==> config.mk <==
export PLATFORM = sky130hd
export DESIGN_NAME = dispense_controller_flat
export DESIGN_NICKNAME = d
export VERILOG_FILES = /design/src/rtl/dispense_controller_pkg.sv /design/src/rtl/dispense_controller_if.sv /design/src/rtl/dispense_controller_hopper_handshake.sv /design/src/rtl/dispense_controller.sv /design/src/flat_wrapper.sv
export SDC_FILE = /design/constraint.sdc
export NUM_CORES = 1
export LEC_CHECK = 0
export ABC_AREA = 1
export BUFFER_PORTS_ARGS = -buffer_cell sky130_fd_sc_hd__buf_2
export CAP_MARGIN = 5
export CORE_MARGIN = 4
export CORE_UTILIZATION = 40
export DETAILED_ROUTE_END_ITERATION = 8
export GPL_ROUTABILITY_DRIVEN = 0
export MAX_ROUTING_LAYER = met4
export PLACE_DENSITY = 0.65
export SLEW_MARGIN = 25
export SYNTH_ARGS = -nofsm -noshare
export SYNTH_HDL_FRONTEND = slang
export SYNTH_SLANG_ARGS = --single-unit
==> constraint.sdc <==
create_clock -name clk -period 2.2 [get_ports clk]
set_input_delay 0.44 -clock clk [delete_from_list [all_inputs] [get_ports clk]]
set_output_delay 0.44 -clock clk [all_outputs]
set_load 0.02 [all_outputs]
==> src/rtl/dispense_controller_pkg.sv <==
// Shared encodings for the dispense controller: FSM states, coin values,
// hopper request bit positions and the latched order payload.
package dispense_controller_pkg;

    localparam int unsigned PRICE_W   = 8;
    localparam int unsigned PRODUCT_W = 3;
    localparam int unsigned MOTOR_N   = 5;
    localparam int unsigned COIN_N    = 3;
    localparam int unsigned STATUS_W  = 3;

    localparam int unsigned REQ_10_BIT = 2;
    localparam int unsigned REQ_5_BIT  = 1;
    localparam int unsigned REQ_1_BIT  = 0;

    localparam logic [COIN_N-1:0] REQ_10 = COIN_N'(1 << REQ_10_BIT);
    localparam logic [COIN_N-1:0] REQ_5  = COIN_N'(1 << REQ_5_BIT);
    localparam logic [COIN_N-1:0] REQ_1  = COIN_N'(1 << REQ_1_BIT);

    localparam logic [PRICE_W-1:0] COIN_10_VAL = PRICE_W'(10);
    localparam logic [PRICE_W-1:0] COIN_5_VAL  = PRICE_W'(5);
    localparam logic [PRICE_W-1:0] COIN_1_VAL  = PRICE_W'(1);

    localparam logic [PRODUCT_W-1:0] PRODUCT_MIN = PRODUCT_W'(1);
    localparam logic [PRODUCT_W-1:0] PRODUCT_MAX = PRODUCT_W'(5);

    typedef enum logic [STATUS_W-1:0] {
        ST_IDLE    = 3'd0,
        ST_CHECK   = 3'd1,
        ST_MOTOR   = 3'd2,
        ST_CHG_SEL = 3'd3,
        ST_CHG_REQ = 3'd4,
        ST_CHG_REL = 3'd5,
        ST_DONE    = 3'd6,
        ST_FAULT   = 3'd7
    } state_e;

    typedef enum logic [1:0] {
        HS_IDLE = 2'd0,
        HS_REQ  = 2'd1,
        HS_REL  = 2'd2
    } hs_phase_e;

    typedef struct packed {
        logic [PRODUCT_W-1:0] product;
        logic [PRICE_W-1:0]   total;
        logic [PRICE_W-1:0]   paid;
    } order_t;

    function automatic logic [PRICE_W-1:0] coin_value(input logic [COIN_N-1:0] req);
        case (req)
            REQ_10:  return COIN_10_VAL;
            REQ_5:   return COIN_5_VAL;
            REQ_1:   return COIN_1_VAL;
            default: return '0;
        endcase
    endfunction

    function automatic logic [MOTOR_N-1:0] motor_onehot(input logic [PRODUCT_W-1:0] product);
        return MOTOR_N'(1) << (product - PRODUCT_MIN);
    endfunction

endpackage

==> src/rtl/dispense_controller_if.sv <==
// Bundle between the vending FSM / output drivers (master) and the dispense controller (slave).
interface dispense_controller_if;
    import dispense_controller_pkg::*;

    logic                 start;
    logic [PRODUCT_W-1:0] product;
    logic [PRICE_W-1:0]   total;
    logic [PRICE_W-1:0]   paid;
    logic                 fault_clr;
    logic                 hopper_ack;
    logic                 motor_on;
    logic [MOTOR_N-1:0]   motor_sel;
    logic [COIN_N-1:0]    hopper_req;
    logic                 busy;
    logic                 done;
    logic                 err;
    logic                 fault;
    logic [PRICE_W-1:0]   change_left;
    logic [STATUS_W-1:0]  status;

    modport master (
        output start, product, total, paid, fault_clr, hopper_ack,
        input  motor_on, motor_sel, hopper_req, busy, done, err, fault, change_left, status
    );

    modport slave (
        input  start, product, total, paid, fault_clr, hopper_ack,
        output motor_on, motor_sel, hopper_req, busy, done, err, fault, change_left, status
    );

endinterface

==> src/rtl/dispense_controller_hopper_handshake.sv <==
// One coin request through the four-phase req/ack protocol, with a per-phase
// timeout. Event outputs are combinational so the parent FSM moves in lock-step.
module dispense_controller_hopper_handshake
    import dispense_controller_pkg::*;
#(
    parameter int unsigned ACK_TIMEOUT = 255
) (
    input  logic              clk,
    input  logic              reset,
    input  logic              i_go,
    input  logic [COIN_N-1:0] i_coin,
    input  logic              i_hopper_ack,
    output logic [COIN_N-1:0] o_hopper_req,
    output logic              o_ack_c,
    output logic              o_ok_c,
    output logic              o_timeout_c
);

    localparam int unsigned TCW = (ACK_TIMEOUT > 1) ? $clog2(ACK_TIMEOUT) : 1;

    hs_phase_e         r_phase;
    hs_phase_e         w_phase_nxt;
    logic [TCW-1:0]    r_cnt;
    logic [COIN_N-1:0] r_req;
    logic              w_expired;

    assign w_expired    = (r_cnt == TCW'(ACK_TIMEOUT - 1));
    assign o_hopper_req = r_req;

    always_ff @(posedge clk or negedge reset) begin
        if (!reset) begin
            r_phase <= HS_IDLE;
        end else begin
            r_phase <= w_phase_nxt;
        end
    end

    always_comb begin
        w_phase_nxt = r_phase;
        o_ack_c     = 1'b0;
        o_ok_c      = 1'b0;
        o_timeout_c = 1'b0;
        case (r_phase)
            HS_IDLE: begin
                if (i_go) w_phase_nxt = HS_REQ;
            end
            HS_REQ: begin
                if (i_hopper_ack) begin
                    o_ack_c     = 1'b1;
                    w_phase_nxt = HS_REL;
                end else if (w_expired) begin
                    o_timeout_c = 1'b1;
                    w_phase_nxt = HS_IDLE;
                end
            end
            HS_REL: begin
                if (!i_hopper_ack) begin
                    o_ok_c      = 1'b1;
                    w_phase_nxt = HS_IDLE;
                end else if (w_expired) begin
                    o_timeout_c = 1'b1;
                    w_phase_nxt = HS_IDLE;
                end
            end
            default: w_phase_nxt = HS_IDLE;
        endcase
    end

    // Counter restarts on every phase change, so each awaited edge gets a full budget.
    always_ff @(posedge clk or negedge reset) begin
        if (!reset) begin
            r_cnt <= '0;
            r_req <= '0;
        end else begin
            if (r_phase != HS_IDLE && w_phase_nxt == r_phase) r_cnt <= r_cnt + TCW'(1);
            else                                              r_cnt <= '0;
            if (r_phase == HS_IDLE && i_go) r_req <= i_coin;
            else if (w_phase_nxt != HS_REQ) r_req <= '0;
        end
    end

endmodule

==> src/rtl/dispense_controller.sv <==
// Post-payment output sequencer: runs the product motor for a fixed time,
// then pays change greedily through the $10/$5/$1 hopper.
module dispense_controller
    import dispense_controller_pkg::*;
#(
    parameter int unsigned MOTOR_CYCLES = 1000,
    parameter int unsigned ACK_TIMEOUT  = 255
) (
    input  logic                 clk,
    input  logic                 reset,
    dispense_controller_if.slave bus
);

    localparam int unsigned MCW = (MOTOR_CYCLES > 1) ? $clog2(MOTOR_CYCLES) : 1;

    state_e             r_state;
    state_e             w_state_nxt;
    order_t             r_order;
    logic [MCW-1:0]     r_motor_cnt;
    logic [PRICE_W-1:0] r_change;
    logic [COIN_N-1:0]  r_coin;
    logic               r_motor_on;
    logic [MOTOR_N-1:0] r_motor_sel;
    logic               r_busy;
    logic               r_done;
    logic               r_err;
    logic               r_fault;
    logic [COIN_N-1:0]  w_coin;
    logic               w_go;
    logic               w_err;
    logic               w_order_ok;
    logic [COIN_N-1:0]  w_hopper_req;
    logic               w_ack;
    logic               w_ok;
    logic               w_timeout;

    assign w_order_ok = (r_order.product >= PRODUCT_MIN) && (r_order.product <= PRODUCT_MAX)
                     && (r_order.paid >= r_order.total);

    dispense_controller_hopper_handshake #(
        .ACK_TIMEOUT (ACK_TIMEOUT)
    ) u_hopper (
        .clk          (clk),
        .reset        (reset),
        .i_go         (w_go),
        .i_coin       (w_coin),
        .i_hopper_ack (bus.hopper_ack),
        .o_hopper_req (w_hopper_req),
        .o_ack_c      (w_ack),
        .o_ok_c       (w_ok),
        .o_timeout_c  (w_timeout)
    );

    always_ff @(posedge clk or negedge reset) begin
        if (!reset) begin
            r_state <= ST_IDLE;
        end else begin
            r_state <= w_state_nxt;
        end
    end

    always_comb begin
        w_state_nxt = r_state;
        w_coin      = '0;
        w_go        = 1'b0;
        w_err       = 1'b0;
        case (r_state)
            ST_IDLE: begin
                if (bus.start) w_state_nxt = ST_CHECK;
            end
            ST_CHECK: begin
                if (w_order_ok) begin
                    w_state_nxt = ST_MOTOR;
                end else begin
                    w_err       = 1'b1;
                    w_state_nxt = ST_IDLE;
                end
            end
            ST_MOTOR: begin
                if (r_motor_cnt == MCW'(MOTOR_CYCLES - 1)) w_state_nxt = ST_CHG_SEL;
            end
            ST_CHG_SEL: begin
                if (r_change >= COIN_10_VAL)     w_coin = REQ_10;
                else if (r_change >= COIN_5_VAL) w_coin = REQ_5;
                else if (r_change != '0)         w_coin = REQ_1;
                if (w_coin != '0) begin
                    w_go        = 1'b1;
                    w_state_nxt = ST_CHG_REQ;
                end else begin
                    w_state_nxt = ST_DONE;
                end
            end
            ST_CHG_REQ: begin
                if (w_ack)          w_state_nxt = ST_CHG_REL;
                else if (w_timeout) w_state_nxt = ST_FAULT;
            end
            ST_CHG_REL: begin
                if (w_ok)           w_state_nxt = ST_CHG_SEL;
                else if (w_timeout) w_state_nxt = ST_FAULT;
            end
            ST_DONE:  w_state_nxt = ST_IDLE;
            ST_FAULT: begin
                if (bus.fault_clr) w_state_nxt = ST_IDLE;
            end
            default:  w_state_nxt = ST_IDLE;
        endcase
    end

    // Outputs are registered from the next state so they line up with status.
    always_ff @(posedge clk or negedge reset) begin
        if (!reset) begin
            r_order     <= '0;
            r_motor_cnt <= '0;
            r_change    <= '0;
            r_coin      <= '0;
            r_motor_on  <= 1'b0;
            r_motor_sel <= '0;
            r_busy      <= 1'b0;
            r_done      <= 1'b0;
            r_err       <= 1'b0;
            r_fault     <= 1'b0;
        end else begin
            r_motor_on  <= (w_state_nxt == ST_MOTOR);
            r_motor_sel <= (w_state_nxt == ST_MOTOR) ? motor_onehot(r_order.product) : '0;
            r_busy      <= (w_state_nxt != ST_IDLE) && (w_state_nxt != ST_FAULT);
            r_done      <= (w_state_nxt == ST_DONE);
            r_fault     <= (w_state_nxt == ST_FAULT);
            r_err       <= w_err;

            if (r_state == ST_IDLE && bus.start)
                r_order <= '{product: bus.product, total: bus.total, paid: bus.paid};

            if (r_state == ST_MOTOR && w_state_nxt == ST_MOTOR) r_motor_cnt <= r_motor_cnt + MCW'(1);
            else                                                r_motor_cnt <= '0;

            if (w_go) r_coin <= w_coin;

            if (r_state == ST_CHECK && w_order_ok)
                r_change <= r_order.paid - r_order.total;
            else if (r_state == ST_CHG_REQ && w_ack)
                r_change <= r_change - coin_value(r_coin);
            else if (r_state == ST_FAULT && bus.fault_clr)
                r_change <= '0;
        end
    end

    assign bus.status      = r_state;
    assign bus.motor_on    = r_motor_on;
    assign bus.motor_sel   = r_motor_sel;
    assign bus.hopper_req  = w_hopper_req;
    assign bus.busy        = r_busy;
    assign bus.done        = r_done;
    assign bus.err         = r_err;
    assign bus.fault       = r_fault;
    assign bus.change_left = r_change;

endmodule

==> src/flat_wrapper.sv <==
// flat-port wrapper written by rule: the top's interface ports become plain ports
module dispense_controller_flat import dispense_controller_pkg::*;
#(
    parameter int unsigned MOTOR_CYCLES = 1000,
    parameter int unsigned ACK_TIMEOUT  = 255
)
  (clk, reset, bus_start, bus_product, bus_total, bus_paid, bus_fault_clr, bus_hopper_ack, bus_motor_on, bus_motor_sel, bus_hopper_req, bus_busy, bus_done, bus_err, bus_fault, bus_change_left, bus_status);
  dispense_controller_if bus_i ();
  input  logic clk;
  input  logic reset;
  input wire logic [$bits(bus_i.start)-1:0] bus_start;
  input wire logic [$bits(bus_i.product)-1:0] bus_product;
  input wire logic [$bits(bus_i.total)-1:0] bus_total;
  input wire logic [$bits(bus_i.paid)-1:0] bus_paid;
  input wire logic [$bits(bus_i.fault_clr)-1:0] bus_fault_clr;
  input wire logic [$bits(bus_i.hopper_ack)-1:0] bus_hopper_ack;
  output wire logic [$bits(bus_i.motor_on)-1:0] bus_motor_on;
  output wire logic [$bits(bus_i.motor_sel)-1:0] bus_motor_sel;
  output wire logic [$bits(bus_i.hopper_req)-1:0] bus_hopper_req;
  output wire logic [$bits(bus_i.busy)-1:0] bus_busy;
  output wire logic [$bits(bus_i.done)-1:0] bus_done;
  output wire logic [$bits(bus_i.err)-1:0] bus_err;
  output wire logic [$bits(bus_i.fault)-1:0] bus_fault;
  output wire logic [$bits(bus_i.change_left)-1:0] bus_change_left;
  output wire logic [$bits(bus_i.status)-1:0] bus_status;
  assign bus_i.start = bus_start;
  assign bus_i.product = bus_product;
  assign bus_i.total = bus_total;
  assign bus_i.paid = bus_paid;
  assign bus_i.fault_clr = bus_fault_clr;
  assign bus_i.hopper_ack = bus_hopper_ack;
  assign bus_motor_on = bus_i.motor_on;
  assign bus_motor_sel = bus_i.motor_sel;
  assign bus_hopper_req = bus_i.hopper_req;
  assign bus_busy = bus_i.busy;
  assign bus_done = bus_i.done;
  assign bus_err = bus_i.err;
  assign bus_fault = bus_i.fault;
  assign bus_change_left = bus_i.change_left;
  assign bus_status = bus_i.status;
  dispense_controller #(.MOTOR_CYCLES(MOTOR_CYCLES), .ACK_TIMEOUT(ACK_TIMEOUT)) u_core (.clk(clk), .reset(reset), .bus(bus_i));
endmodule
Yosys cells after proc, flatten, opt, wreduce, memory -nomap -nowiden
Cells that the tools add are included.
{ "totals": {"regBits": 66, "out_inout_bits": 24, "elab_cells": 107} }
{ "classes": {"n_addsub": 5, "order_cmp": 5, "n_eq_ne": 20, "shift": 1, "mux": 42, "reduce_logical": 18} }
{ "op_table": {"columns": ["cell", "n"], "rows": [
  ["two-way mux 8 bit", 6],
  ["two-way mux 3 bit", 12],
  ["one-hot mux 3 bit (8 select lines)", 1],
  ["== test 3 bit, second input constant", 7],
  ["subtractor 8 bit", 2],
  ["== test 3 x 2 -> 1 bit, second input constant", 4],
  ["two-way mux 1 bit", 12],
  ["two-way mux 2 bit", 6],
  ["one-hot mux 4 bit (3 select lines)", 1],
  ["adder 10 x 1 -> 10 bit, second input constant", 1],
  ["== test 10 bit, second input constant", 1],
  ["logical AND 1 bit", 10],
  ["two-way mux 10 bit", 1],
  ["nonzero test 3 bit", 3],
  ["adder 8 x 1 -> 8 bit, second input constant", 1],
  ["== test 8 bit, second input constant", 1],
  [">= comparator 8 x 3 -> 1 bit, second input constant", 1],
  [">= comparator 8 x 4 -> 1 bit, second input constant", 1],
  [">= comparator 8 bit", 1],
  ["nonzero test 8 bit", 1],
  ["== test 3 x 1 -> 1 bit, second input constant", 2],
  ["one-hot mux 2 bit (3 select lines)", 1],
  ["two-way mux 5 bit", 1],
  ["left shift 1 x 3 -> 5 bit, first input constant", 1],
  ["12 further kinds", 13]
]} }

Longest topological paths before layout
{ "depth": {"ltp_word": 13, "mapped_depth": 13} }

Modules after synthesis
Synthesis repeated with hierarchy kept, for this count alone.
{ "hier_totals": {"cells_unflattened": 450, "area_unflattened_um2": 3761.1} }
{ "modules_own_cells": {"columns": ["module", "n_inst", "cells_per_inst", "area_each_um2", "seq_area_each_um2"], "rows": [
  ["dispense_controller", 1, 360, 3017.9, 1326.3],
  ["dispense_controller_hopper_handshake", 1, 90, 743.2, 325.3]
]} }

Worst setup path before layout
No wires, ideal clock.
{ "synth_timing": {"kind": "reg-to-reg", "from": "register u_core.r_order[8] in the netlist's numbering", "to": "register u_core.r_change[5] (netlist: u_core.bus.change_left[5])", "arrival_time_ns": 1.867, "required_time_ns": 2.071, "setup_slack_ns": 0.204, "stages_incl_launch_ff": 13, "n_path_buf": 0, "synth_period_minus_slack_ns": 1.996, "cell_sequence": "dfrtp_1 -> ha_1 -> fa_1 -> inv_1 -> nand3_1 -> nand2_1 -> nand2_1 -> nand3_1 -> nand3_2 -> nand2_1 -> inv_1 -> o21ai_0 -> nand3_1"} }
{ "synth_between": {"elab_chain_len": 4} }
{ "synth_lines": {"columns": ["item", "line_no", "rtl"], "rows": [
  ["start, declared", "dispense_controller.sv:18", "order_t r_order;"],
  ["start signal, assigned", "dispense_controller.sv:131", "r_order <= '{product: bus.product, total: bus.total, paid: bus.paid};"],
  [">= comparator 8 bit", "dispense_controller.sv:38", "&& (r_order.paid >= r_order.total);"],
  ["logical AND 1 bit", "dispense_controller.sv:38", null],
  ["logical AND 1 bit", "dispense_controller.sv:138", "if (r_state == ST_CHECK && w_order_ok)"],
  ["nonzero test 3 bit (no source line) / two-way mux 8 bit (equally long branches)", null, null],
  ["end signal, assigned", "dispense_controller.sv:139", "r_change <= r_order.paid - r_order.total;"],
  ["end signal, assigned", "dispense_controller.sv:141", "r_change <= r_change - coin_value(r_coin);"],
  ["end, declared", "dispense_controller.sv:20", "logic [PRICE_W-1:0] r_change;"]
]} }
Several ways; a longest one is shown, not always the timed one.
A chain may end at the register's enable or synchronous reset.

Worst setup path in the final report
{ "layout_timing": {"from": "register u_core.r_coin[2]", "to": "register u_core.r_change[4] (netlist: u_core.bus.change_left[4])"} }
{ "layout_between": {"elab_chain_len": 7} }
{ "layout_lines": {"columns": ["item", "line_no", "rtl"], "rows": [
  ["start, declared", "dispense_controller.sv:21", "logic [COIN_N-1:0] r_coin;"],
  ["start signal, assigned", "dispense_controller.sv:136", "if (w_go) r_coin <= w_coin;"],
  ["== test 3 x 1 -> 1 bit (tied with other cells)", "dispense_controller_pkg.sv:50", "case (req)"],
  ["one-hot mux 4 bit (3 select lines) (*)", "dispense_controller_pkg.sv:50", null],
  ["two-way mux 8 bit (*)", "dispense_controller.sv:140", "else if (r_state == ST_CHG_REQ && w_ack)"],
  ["two-way mux 8 bit (*)", "dispense_controller.sv:138", null],
  ["subtractor 8 bit (*)", "dispense_controller.sv:141", null],
  ["two-way mux 8 bit (*)", "dispense_controller.sv:140", null],
  ["two-way mux 8 bit (*)", "dispense_controller.sv:138", null]
]} }
Mark *: on every way between the ends. The rest lies on a longest branch, timed or not. The select of a mux whose other input is x is not followed.

==> results.toml <==
[grt]
grt-ovfl-total = 0
grt_first_pass_wirelength_mm = 13.82
gr-usage-all-layers_pct = 15.94
first_global_vias = 3093
grt_start_max_net_pins = 67
antenna_found_initial = 0

[logic_synthesis]
syn_area_mm2 = 0.003727
synthArstFlopShare_pct = 100.0
ys_types = 33
synth-main-ff-cell = "dfrtp_1"
synth_most_common_cell = "nand2_1"
synth_cells = 472
synth_seq_cells = 66
syn-num-nets = 518
synth_top_cell_by_area = "dfrtp_1"
avgSynthCellArea_um2 = 7.897
synth-seq-area-share_pct = 44.31
synth-edff-count = 0
yosys-top-cells-area = "dfrtp_1, nand2_1, inv_1"
synth_top_area_share_pct = 44.31
yosysWarningCount = 0
synthTopCellsByCount = "nand2_1, inv_1, dfrtp_1"

[cells_and_area]
diodes = 0
area_growth_pct = 17.52
final_nets = 579
drive_gt1_share_pct = 18.25
final_util_pct = 49.27
stdcell_count = 645

[routing]
drt-initial-drc-count = 133
top_layer_used = "met4"
wl_met1_mm = 3.892
num_vias = 3051
drc = 0
met2_wirelength_mm = 3.707
wl_met3_um = 273
routed_wl_mm = 7.999
via_per_inst = 4.730
wl_per_cell_um = 12.40
first_pass_iters = 5
ant_nets = 0

[pwr]
p_leak_uw = 0.002303
power_density_mw_per_mm2 = 1350
ir_drop_mv = 0.4947
power_uw = 5912

[floorplanning]
fp.dieW_um = 104.5
die-area_mm2 = 0.01093
initial_core_util_pct = 41.92
rows = 34
ios = 48
fp.dieH_um = 104.5
fp.coreArea_mm2 = 0.008891

[worst_setup_path]
cp-end-kind = "register"
arrival_ns = 2.20
crit_type = "reg -> reg"
cp-startpoint = "u_core.r_coin[2]"
worstSetupStartpointType = "register"
cp_max_fo = 3
required_ns = 2.42
reg2reg_from = "u_core.r_coin[2]"

[sta]
period_share_pct = 90.05
drv_slew = 0
rsz0062_at_grt = "no"
setup_violations = 0
period_needed_ns = 1.981
hold_slack_ns = 0.1105
tns_ns = 0
clock_skew_ns = 0.007278
hold_viol_final = 0
relSlewSlack_pct = 56.29
max_slew.worst_pin.slew_ns = 0.6508
max_freq_mhz = 504.8

[hold_path]
hold_path.class = "in -> async"

[clocking]
clk_pin_slew_ns = 0.07
clock_path_buffers = 2
ctsHoldBuffers = 0
cts_buffers = 9
h-tree-depth = 3
clock-sinks = 66
ctsRootBufferMaster = "clkbuf_8"
insertion_delay_ns = 0.34
cts_tree = "built"

[placement]
dp.final_hpwl_mm = 5.888
dp.cells = 628
io_buffers = 47

[flow_run]
cap_viol_max_count = 0

[run_status]
status = "complete, no violations"
-- through the flow --
stage | instance area [um2] | worst slack (ns)
after detailed placement | 4130 | 0.1431
after global placement | 4130 | 0.2092
after floorplan | 3727 | 0.2038
final | 4380 | 0.2190
after CTS | 4320 | 0.1275
after global routing | 4380 | 0.003363
-- cell type report --
class | instances | area, um2
Fill cell | 888 | 4511
Multi-Input combinational cell | 332 | 1844
Sequential cell | 66 | 1652
Timing Repair Buffer | 53 | 292.8
Inverter | 71 | 266.5
Clock buffer | 14 | 182.7
Tap cell | 108 | 135.1
Clock inverter | 1 | 7.507
-- critical path: stages, from the launching register on --
cell	delay, ns
dfrtp_1	0.38
inv_1	0.08
nand3_1	0.11
nand2_1	0.10
ha_1	0.14
inv_1	0.06
fa_2	0.35
nand2_1	0.09
nand2_1	0.08
a21oi_2	0.14
xor2_1	0.20
o221ai_1	0.13
-- repair_timing --
action                                  4_1_cts  5_1_grt
gates resized for setup                       0       11
setup buffers                                 0        1
endpoints found under the setup margin        0       21
hold endpoints to repair                      0        0
-- routing by layer --
metal  GRT usage (%)  vias up
met3           3.822       11
met4           6.458        0
met1           20.02     1386
li1                -     1606
met5               -        -
met2           24.82       48
-- path summary, 6_finish.rpt --
check                      slack (ns)  cells after the start                         to
setup / recovery                 0.22                     11  u_core.bus.change_left[4]
hold / removal                   0.11                      2      u_core.r_motor_cnt[5]
setup reg to reg                 0.22                     11  u_core.bus.change_left[4]
hold reg to reg                  0.46                      1      u_core.r_motor_cnt[0]
max in group asynchronous        1.79                      2    u_core.bus.motor_sel[0]
min in group clk                 0.29                      3         u_core.r_order[17]
-- cells by family (layout without fill, tap and decap cells) --
logic type / after synthesis / count (layout) / share of synthesized area [%]
flops: 66 / 66 / 44.31
fa+ha+maj: 22 / 22 / 7.788
buf+inv: 75 / 139 / 7.620
compound gates: 47 / 47 / 7.385
xor+xnor: 15 / 15 / 3.525
simple gates: 247 / 248 / 29.37
-- cell usage in the layout, fill, tap and decap left out, types with 2 or more instances in the layout --
cell type and n:
a21oi_1 9, a21oi_2 2, a31oi_1 2, buf_2 47
buf_4 5, clkbuf_8 13, dfrtp_1 66, fa_2 2
ha_1 20, inv_1 69, inv_2 2, nand2_1 134
nand2_2 5, nand3_1 31, nand3_2 2, nand3_4 2
nand3b_1 2, nand4_4 2, nor2_1 52, nor2_2 5
nor3_1 3, o211ai_1 2, o21ai_0 22, o21bai_1 3
o221ai_1 4, or2_2 5, xnor2_1 2, xor2_1 13
-- registers in the layout (all words and copies together), names as in the netlist --
signal and count:
u_core.bus.fault 1, u_core.u_hopper.o_hopper_req 3, u_core.r_motor_cnt 10, u_core.r_order 19
u_core.u_hopper.r_cnt 8, u_core.bus.status 3, u_core.bus.err 1, u_core.bus.motor_sel 5
u_core.bus.motor_on 1, u_core.u_hopper.r_phase 2, u_core.bus.busy 1, u_core.r_coin 3
u_core.bus.change_left 8, u_core.bus.done 1
-- power breakdown --
group	total, uW	switching [uW]	internal [uW]
registers	1830	271	1560
clock network	977	449	527
logic	3100	1990	1120
total	5910	2710	3200
Power figures use the tool's default switching activity.
